`src/rtl/srt4_cu_param.sv`:
```
// Control unit for a radix-4 SRT divider, parametrised in operand width W.
// Sequences load, normalise, W/2 digit iterations, correction, conversion, denormalise and write-out.
module srt4_cu_param #(
  parameter int W = 8
) (
  input  logic                 clk,
  input  logic                 rst_b,
  input  logic                 beginSignal,
  input  logic                 abort,
  input  logic                 b_msb,
  input  logic                 b_zero,
  input  logic [2:0]           qdigit,
  input  logic                 p_sign,
  output logic                 busy,
  output logic                 endSignal,
  output logic                 dbz,
  output logic [4:0]           state,
  output logic [$clog2(W)-1:0] norm_cnt,
  output logic [16:0]          control_signals
);

  localparam int CW   = $clog2(W);
  localparam int ITER = W / 2;
  localparam logic [CW-1:0] LAST_ITER = CW'(ITER - 1);
  localparam logic [CW-1:0] NORM_MAX  = CW'(W - 1);

  localparam logic [2:0] D_P1 = 3'b001;
  localparam logic [2:0] D_P2 = 3'b010;
  localparam logic [2:0] D_M1 = 3'b101;
  localparam logic [2:0] D_M2 = 3'b110;

  typedef enum logic [4:0] {
    S_IDLE     = 5'd0,
    S_LOAD_A   = 5'd1,
    S_LOAD_B   = 5'd2,
    S_CHECK    = 5'd3,
    S_NORM     = 5'd4,
    S_SEL      = 5'd5,
    S_ADD      = 5'd6,
    S_ITER     = 5'd7,
    S_CORR_CHK = 5'd8,
    S_CORR     = 5'd9,
    S_CONV     = 5'd10,
    S_DENORM   = 5'd11,
    S_OUT_Q    = 5'd12,
    S_OUT_R    = 5'd13,
    S_DONE     = 5'd14,
    S_DBZ      = 5'd15
  } state_t;

  state_t        r_state;
  logic [CW-1:0] r_iter;
  logic [CW-1:0] r_den;
  logic [CW-1:0] r_norm;
  logic          r_dbz;
  logic [2:0]    r_digit;

  logic [4:0]  w_code;
  logic        w_abort;
  logic        w_digit_nz;
  logic [16:0] w_ctl;
  logic        w_end;

  assign w_code     = r_state;
  assign w_abort    = abort && (r_state != S_IDLE);
  assign w_digit_nz = (qdigit == D_P1) || (qdigit == D_P2) ||
                      (qdigit == D_M1) || (qdigit == D_M2);

  // NOTE: every output gets a default before the case so no path can infer a latch.
  always_comb begin
    w_ctl = '0;
    w_end = 1'b0;
    case (r_state)
      S_LOAD_A:   w_ctl[0] = 1'b1;
      S_LOAD_B:   w_ctl[1] = 1'b1;
      S_NORM:     w_ctl[2] = 1'b1;
      S_SEL: begin
        w_ctl[3] = 1'b1;
        w_ctl[4] = (qdigit == D_P1);
        w_ctl[5] = (qdigit == D_M1);
        w_ctl[6] = (qdigit == D_M2);
        w_ctl[7] = (qdigit == D_P2);
      end
      // A positive digit subtracts the divisor multiple, |digit|=2 selects 2B.
      S_ADD: begin
        w_ctl[8]  = 1'b1;
        w_ctl[9]  = (r_digit == D_P1) || (r_digit == D_P2);
        w_ctl[10] = (r_digit == D_P2) || (r_digit == D_M2);
      end
      S_ITER:     w_ctl[11] = (r_iter != LAST_ITER);
      S_CORR: begin
        w_ctl[8]  = 1'b1;
        w_ctl[13] = 1'b1;
      end
      S_CONV:     w_ctl[12] = 1'b1;
      S_DENORM:   w_ctl[14] = (r_den != '0);
      S_OUT_Q:    w_ctl[15] = 1'b1;
      S_OUT_R:    w_ctl[16] = 1'b1;
      S_DONE:     w_end = 1'b1;
      S_DBZ:      w_end = 1'b1;
      default: begin
        w_ctl = '0;
        w_end = 1'b0;
      end
    endcase
    if (w_abort) begin
      w_ctl = '0;
      w_end = 1'b0;
    end
  end

  assign control_signals = w_ctl;
  assign endSignal       = w_end;
  assign busy            = (w_code != 5'd0) && !w_code[4];
  assign dbz             = r_dbz;
  assign state           = w_code;
  assign norm_cnt        = r_norm;

  // NOTE: sequential state uses non-blocking assignments so every register samples pre-edge values.
  always_ff @(posedge clk) begin
    if (!rst_b) begin
      r_state <= S_IDLE;
      r_iter  <= '0;
      r_den   <= '0;
      r_norm  <= '0;
      r_dbz   <= 1'b0;
      r_digit <= '0;
    end else if (w_abort) begin
      r_state <= S_IDLE;
      r_iter  <= '0;
      r_den   <= '0;
    end else begin
      case (r_state)
        // Counters and the flag are cleared as LOAD_A is entered, so they read 0 throughout it.
        S_IDLE: if (beginSignal) begin
          r_state <= S_LOAD_A;
          r_iter  <= '0;
          r_norm  <= '0;
          r_dbz   <= 1'b0;
        end
        S_LOAD_A: r_state <= S_LOAD_B;
        S_LOAD_B: r_state <= S_CHECK;
        S_CHECK: begin
          if (b_zero) begin
            r_state <= S_DBZ;
            r_dbz   <= 1'b1;
          end else if (b_msb) begin
            r_state <= S_SEL;
          end else if (r_norm == NORM_MAX) begin
            r_state <= S_DBZ;
            r_dbz   <= 1'b1;
          end else begin
            r_state <= S_NORM;
          end
        end
        S_NORM: begin
          r_norm  <= r_norm + 1'b1;
          r_state <= S_CHECK;
        end
        S_SEL: begin
          r_digit <= qdigit;
          r_state <= w_digit_nz ? S_ADD : S_ITER;
        end
        S_ADD: r_state <= S_ITER;
        S_ITER: begin
          if (r_iter == LAST_ITER) begin
            r_state <= S_CORR_CHK;
          end else begin
            r_iter  <= r_iter + 1'b1;
            r_state <= S_SEL;
          end
        end
        S_CORR_CHK: r_state <= p_sign ? S_CORR : S_CONV;
        S_CORR:     r_state <= S_CONV;
        S_CONV: begin
          r_den   <= r_norm;
          r_state <= S_DENORM;
        end
        S_DENORM: begin
          if (r_den == '0) r_state <= S_OUT_Q;
          else             r_den   <= r_den - 1'b1;
        end
        S_OUT_Q: r_state <= S_OUT_R;
        S_OUT_R: r_state <= S_DONE;
        S_DONE:  r_state <= S_IDLE;
        S_DBZ:   r_state <= S_IDLE;
        default: r_state <= S_IDLE;
      endcase
    end
  end

endmodule

```
`config.mk`:
```
export PLATFORM = sky130hd
export DESIGN_NAME = srt4_cu_param
export DESIGN_NICKNAME = d
export VERILOG_FILES = /design/src/rtl/srt4_cu_param.sv
export SDC_FILE = /design/constraint.sdc
export NUM_CORES = 1
export LEC_CHECK = 0
export ABC_AREA = 1
export BUFFER_PORTS_ARGS = -buffer_cell sky130_fd_sc_hd__buf_2
export CORE_MARGIN = 2
export CORE_UTILIZATION = 50
export DETAILED_ROUTE_END_ITERATION = 8
export MAX_ROUTING_LAYER = met4
export PLACE_DENSITY = 0.82
export SLEW_MARGIN = 40
export SYNTH_ARGS = -nofsm -noshare
export SYNTH_HDL_FRONTEND = slang
export SYNTH_SLANG_ARGS = --single-unit
```
`constraint.sdc`:
```
create_clock -name clk -period 3.5 [get_ports clk]
set_clock_uncertainty 0.05 [all_clocks]
set_input_delay 0 -clock clk [delete_from_list [all_inputs] [get_ports clk]]
set_output_delay 0 -clock clk [all_outputs]
set_load 0.01 [all_outputs]
```
### Yosys cells after proc, flatten, opt, wreduce, memory -nomap -nowiden

Index checks and enable logic that the tools add are counted.

* flip-flop bits (word level): 18
* latch bits: 0
* memory bits (writable): 0
* memory bits (read-only): 0
* input bits: 10
* output and inout bits: 28
* logic and storage cells: 103
* memories: 0

* add/subtract/negate cells: 3
* multipliers: 0
* divide/modulo/power cells: 0
* $lt $le $gt $ge: 0
* equal/unequal tests: 31
* shifts and indexed selects: 0
* multiplexer cells: 35
* bitwise operators: 2
* reduce and logical (&&, ||, !) cells: 26

Operators with widths (number)
* one-hot mux 5 bit (13 select lines): 1
* equality test 5 x 4 -> 1 bit (second input constant): 8
* equality test 5 x 3 -> 1 bit (second input constant): 4
* one-hot mux 3 bit (2 select lines): 3
* two-way mux 1 bit: 17
* two-way mux 17 bit: 1
* two-way mux 4 bit: 4
* two-way mux 5 bit: 3
* equality test 3 bit (second input constant): 4
* equality test 5 x 2 -> 1 bit (second input constant): 2
* equality test 3 x 2 -> 1 bit (second input constant): 3
* two-way mux 3 bit: 3
* inequality test 2 bit (second input constant): 4
* nonzero test 2 bit: 4
* OR reduction 2 bit: 4
* adder 3 x 1 -> 3 bit (second input constant): 2
* equality test 3 x 1 -> 1 bit (second input constant): 2
* inequality test 3 bit (second input constant): 2
* AND reduction 2 bit: 3
* AND reduction 3 bit: 2
* equality test 5 x 1 -> 1 bit (second input constant): 1
* zero test 5 bit: 1
* logical OR 1 bit: 5
* AND reduction 5 bit: 1
* other kinds (10): 13

### Logic depth before layout (Yosys ltp)

* depth after elaboration: 6
* depth in mapped cells: 10
* gate-level depth less buffers: 10

### Least setup slack after synthesis

No wires, ideal clock.

* path type: reg2reg
* from: register r_norm[0] (netlist: norm_cnt[0])
* to: register r_dbz (netlist: dbz)
* setup time: 0.113 ns
* data arrival time: 1.262 ns
* required time: 3.337 ns
* slack: 2.075 ns
* stages on the path, launching flop included: 10
* buffers on the path: 0
* clock period less this slack: 1.425 ns
* cell sequence: dfxtp_1 ha_1 ha_1 inv_1 o21ai_0 nand3_1 a21oi_2 nand2_1 nand2_1 nor2_1

* longest elaborated chain between the ends: 3

Ends and longest elaborated chain
* start: declaration: line 54 `logic [CW-1:0] r_norm;`
* start signal: assignment: line 157 `r_norm <= r_norm + 1'b1;`
* equality test 3 bit: line 149 `end else if (r_norm == NORM_MAX) begin`
* inequality test 3 bit (no line)
* AND reduction 5 bit (no line)
* end signal: assignment: line 139 `r_dbz <= 1'b0;`
* end signal: assignment: line 146 `r_dbz <= 1'b1;`
* end signal: assignment: line 151 `r_dbz <= 1'b1;`
* end: declaration: line 55 `logic r_dbz;`

No other way between the ends.
A chain may end at the register's enable or synchronous reset.

### Final worst setup path

* from: register r_state[0] (netlist: state[0])
* to: register r_digit[0]

* longest elaborated chain between the ends: 4
* elaborated cells between the ends (all ways): 5
* classes of those cells: 1 x eq/ne; 1 x bitwise; 3 x reduce/logical

Ends and longest elaborated chain
* start: declaration: line 51 `state_t r_state;`
* start signal: assignment: line 162 `r_state <= w_digit_nz ? S_ADD : S_ITER;`
* start signal: assignment: line 173 `S_CORR_CHK: r_state <= p_sign ? S_CORR : S_CONV;`
* nonzero test 5 bit: line 65 `assign w_abort = abort && (r_state != S_IDLE);`
* logical AND 1 bit: line 65
* inverter 1 bit (no line)
* AND reduction 2 bit (no line) *
* end signal: assignment: line 161 `r_digit <= qdigit;`
* end: declaration: line 56 `logic [2:0] r_digit;`

Mark *: on every way between the ends. The rest lies on a longest branch, timed or not.

==> results by group <==
Status
  – Status: complete, no violations

Setup path
  – CP cell instances: inv_1 -> nor2_1 -> nand3_2 -> inv_2 -> o21ai_1 -> a21oi_1 -> dlygate4sd3_1
  – CP startpoint kind: flip-flop
  – Reg2reg start: state[0]
  – Worst Path Required: 3.67 ns
  – Worst R2R Setup Slack: 1.47 ns
  – Cell family with most CP delay: buffers and inverters
  – Worst EP arrival: 2.20 ns
  – CP Capture Type: flip-flop
  – Crit path max fanout: 7
  – CP Class: reg2reg
  – Reg2Reg Depth: 7
  – Worst R2R End: r_digit[0]
  – Bufs and invs on worst path: 3
  – CP max stage delay: 0.57 ns
  – Worst path slowest cell: dlygate4sd3_1

STA
  – Unrepaired setup endpoints after global routing: false
  – Final period util: 57.94%
  – Setup_tns: 0 ns
  – Fin crit period: 2.028 ns
  – Endpoints failing setup: 0
  – Fmax achieved: 493.1 MHz
  – Fin. max-slew vios: 0
  – Fin. Hold Viols: 0
  – Final Worst Setup Slack: 1.472 ns

Floorplanning
  – Initial Utilization: 53.77%
  – Die Width: 53.24 um
  – # IOs: 38
  – Die ar.: ~2800 sq um
  – Cell Rows: 17
  – CORE AREA: between 2000 and 2500 sq um
  – Die H: 53.24 um

Synth
  – Asr flop ratio synth: 0%
  – Most frequent cell after synthesis: nand2_1
  – Main synth FF type: dfxtp_1
  – Sequential share of the synthesized area: 28.07%
  – Mean area per synthesized cell: about 6.5 sq um
  – Synthesized cell area: 1212 sq um
  – Yosys cell types: 29
  – Syn nets: between 200 and 250
  – Yosys warns: 0
  – FF+latch count, synth: 17
  – Post-synth EDFFs: 0
  – Synth top area cells: dfxtp_1 (28%), nand2_1 (12%), nor2_1 (9.6%)
  – Dominant cell type by area after synthesis: dfxtp_1
  – Yosys top cell area share: 28.07%
  – Post-Synthesis Cells: 187
  – Top post-synthesis cells by count: nand2_1 (38), nor2_1 (31), inv_1 (19)

Global route
  – Largest net degree at the start of global routing: 13
  – Total gr overflow: 0
  – GR peak layer: met2
  – GR Util All Layers: 22.91%
  – M2 GR Usage: 36.63%
  – Met3 GRT Util: 3.390%
  – First-pass GRT wire length: 4.719 mm
  – Initial antenna violation count: 0
  – Vias in the first global route: between 1,000 and 1,500
  – Met1 GRT Util: about 31%

Pwr
  – Leakage: about 0.76 nW
  – PwrDens: 477.5 nW/um^2
  – Max VDD drop: 291.8 uV
  – Total Power: 0.0007128 W

Clock tree
  – CTS root buf: clkbuf_4
  – CTS tree: built
  – Worst-Skew Late Latency: between 0.2 and 0.3 ns
  – CTS sink count: 17
  – Post_cts resized: 0
  – Clock transition at the registers of the reported paths: ~0.10 ns
  – Htree depth: 1
  – Clk buf depth: 2
  – TritonCTS buffer count: 3

Placed design
  – GP Congestion: 0.9581
  – Worst slack, placed: 1.875 ns
  – Hpwl dp: 2.197 mm
  – Number of port buffers: 36

Routing
  – Antenna Nets Post-Route: 0
  – First DRT Iteration DRCs: 22
  – Post-Route WL: between 2 and 3 mm
  – Via count: 1,264
  – Detailed-router iteration count before antenna repair: 4
  – DRC viols: 0
  – Via/cell ratio: just under 5
  – Drt wl/cell: 11.00 um

Run
  – Max-Cap Viols: 0

Final layout
  – Final nets: 247
  – N_diodes: 0
  – Area grow syn2layout: 23.12%
  – Fraction of layout cells with a size suffix above 1: 30.87%

Worst hold path
  – HP Start: p_sign
  – Hold path depth: 4
  – Hold Path End: state[1]
  – Worst min path class: in2reg
[cells in the final DEF, fill, tap and decap left out, drive strengths merged]
cell type    instances
ha                   6
dlygate4sd3          5
a21oi               15
inv                 26
clkbuf               3
o22ai                1
a211oi               2
o21ai               16
nand2               47
buf                 36
or2                  1
nor4                 2
nor2                38
conb                 1
nor3                 1
dfxtp               17
xnor2                1
clkinv               3
nand3                7
nand3b               2
[final cells by class]
| cell class | instances | area (sq um) |
|---|---|---|
| Timing Repair Buffer | 41 | 230.2 |
| Sequential cell | 17 | 340.3 |
| Inverter | 28 | 106.4 |
| Clock buffer | 3 | 22.52 |
| Tap cell | 28 | 35.03 |
| Multi-Input combinational cell | 140 | 753.2 |
| Clock inverter | 1 | 5.005 |
| Fill cell | 217 | 762.0 |
[how the worst max path moves through the flow]
stage / start / endpoint / slack, ns / cells after the start
final: state[0] / r_digit[0] / 1.47 / 7
after floorplan: norm_cnt[0] / dbz / 2.07 / 9
after global routing: state[0] / r_digit[0] / 1.32 / 7
after global placement: state[1] / state[3] / 1.88 / 9
after detailed placement: state[1] / r_den[0] / 1.87 / 9
after CTS: state[0] / r_digit[0] / 1.53 / 7
[state kept, by name, indices dropped and copies added, names as in the netlist]
| name | cells |
|---|---|
| state | 4 |
| norm_cnt | 3 |
| r_iter | 3 |
| r_digit | 3 |
| dbz | 1 |
| r_den | 3 |
[through the flow]
stage | hold WS [ns] | util, % | cells | cell area (sq um)
finish | 0.07209 | 66.20 | 258 | 1493
global route | 0.08304 | 66.20 | 258 | 1493
CTS | 0.04790 | 66.20 | 258 | 1493
detailed placement | 0.2273 | 62.76 | 249 | 1415
global placement | 0.2275 | 62.76 | 249 | 1415
floorplan | -0.007866 | - | 187 | 1212
[worst register-to-register path, delay by kind of cell, from the launching register on]
kind	cells	cell delay (ns)
flip-flops	1	0.47
buffers and inverters	3	0.86
AND/OR/NAND/NOR	2	0.40
AO/OA/AOI/OAI	2	0.19
[cells by family (layout without fill, tap and decap cells)]
kind of cell | count (synthesis) | count (layout) | share of synthesized area (%)
adders and majority gates | 6 | 6 | 6.192
AOI/OAI and AO/OA | 34 | 34 | 15.17
other | 1 | 1 | 0.3093
buffers and inverters | 30 | 73 | 9.804
xor gates and xnor gates | 1 | 1 | 0.7225
DFF | 17 | 17 | 28.07
and+or+nand+nor | 98 | 98 | 39.73
[power breakdown]
| part | total (W) | internal (W) | switching (W) |
|---|---|---|---|
| sequential | 0.000259 | 0.000220 | 0.0000387 |
| combinational | 0.000351 | 0.000128 | 0.000224 |
| clock | 0.000102 | 0.0000424 | 0.0000599 |
[layer usage]
metal / wire (um) / vias up
met5: 0 / -
met4: 14 / 0
met3: 95 / 2
met1: 1365 / 556
met2: 1362 / 24
li1: - / 682
[timing repair]
item	4_1_cts	5_1_grt
hold endpoints to repair	7	0
setup buffers	0	0
hold buffers	5	0
Note: power is estimated with default switching activity, not from simulation.
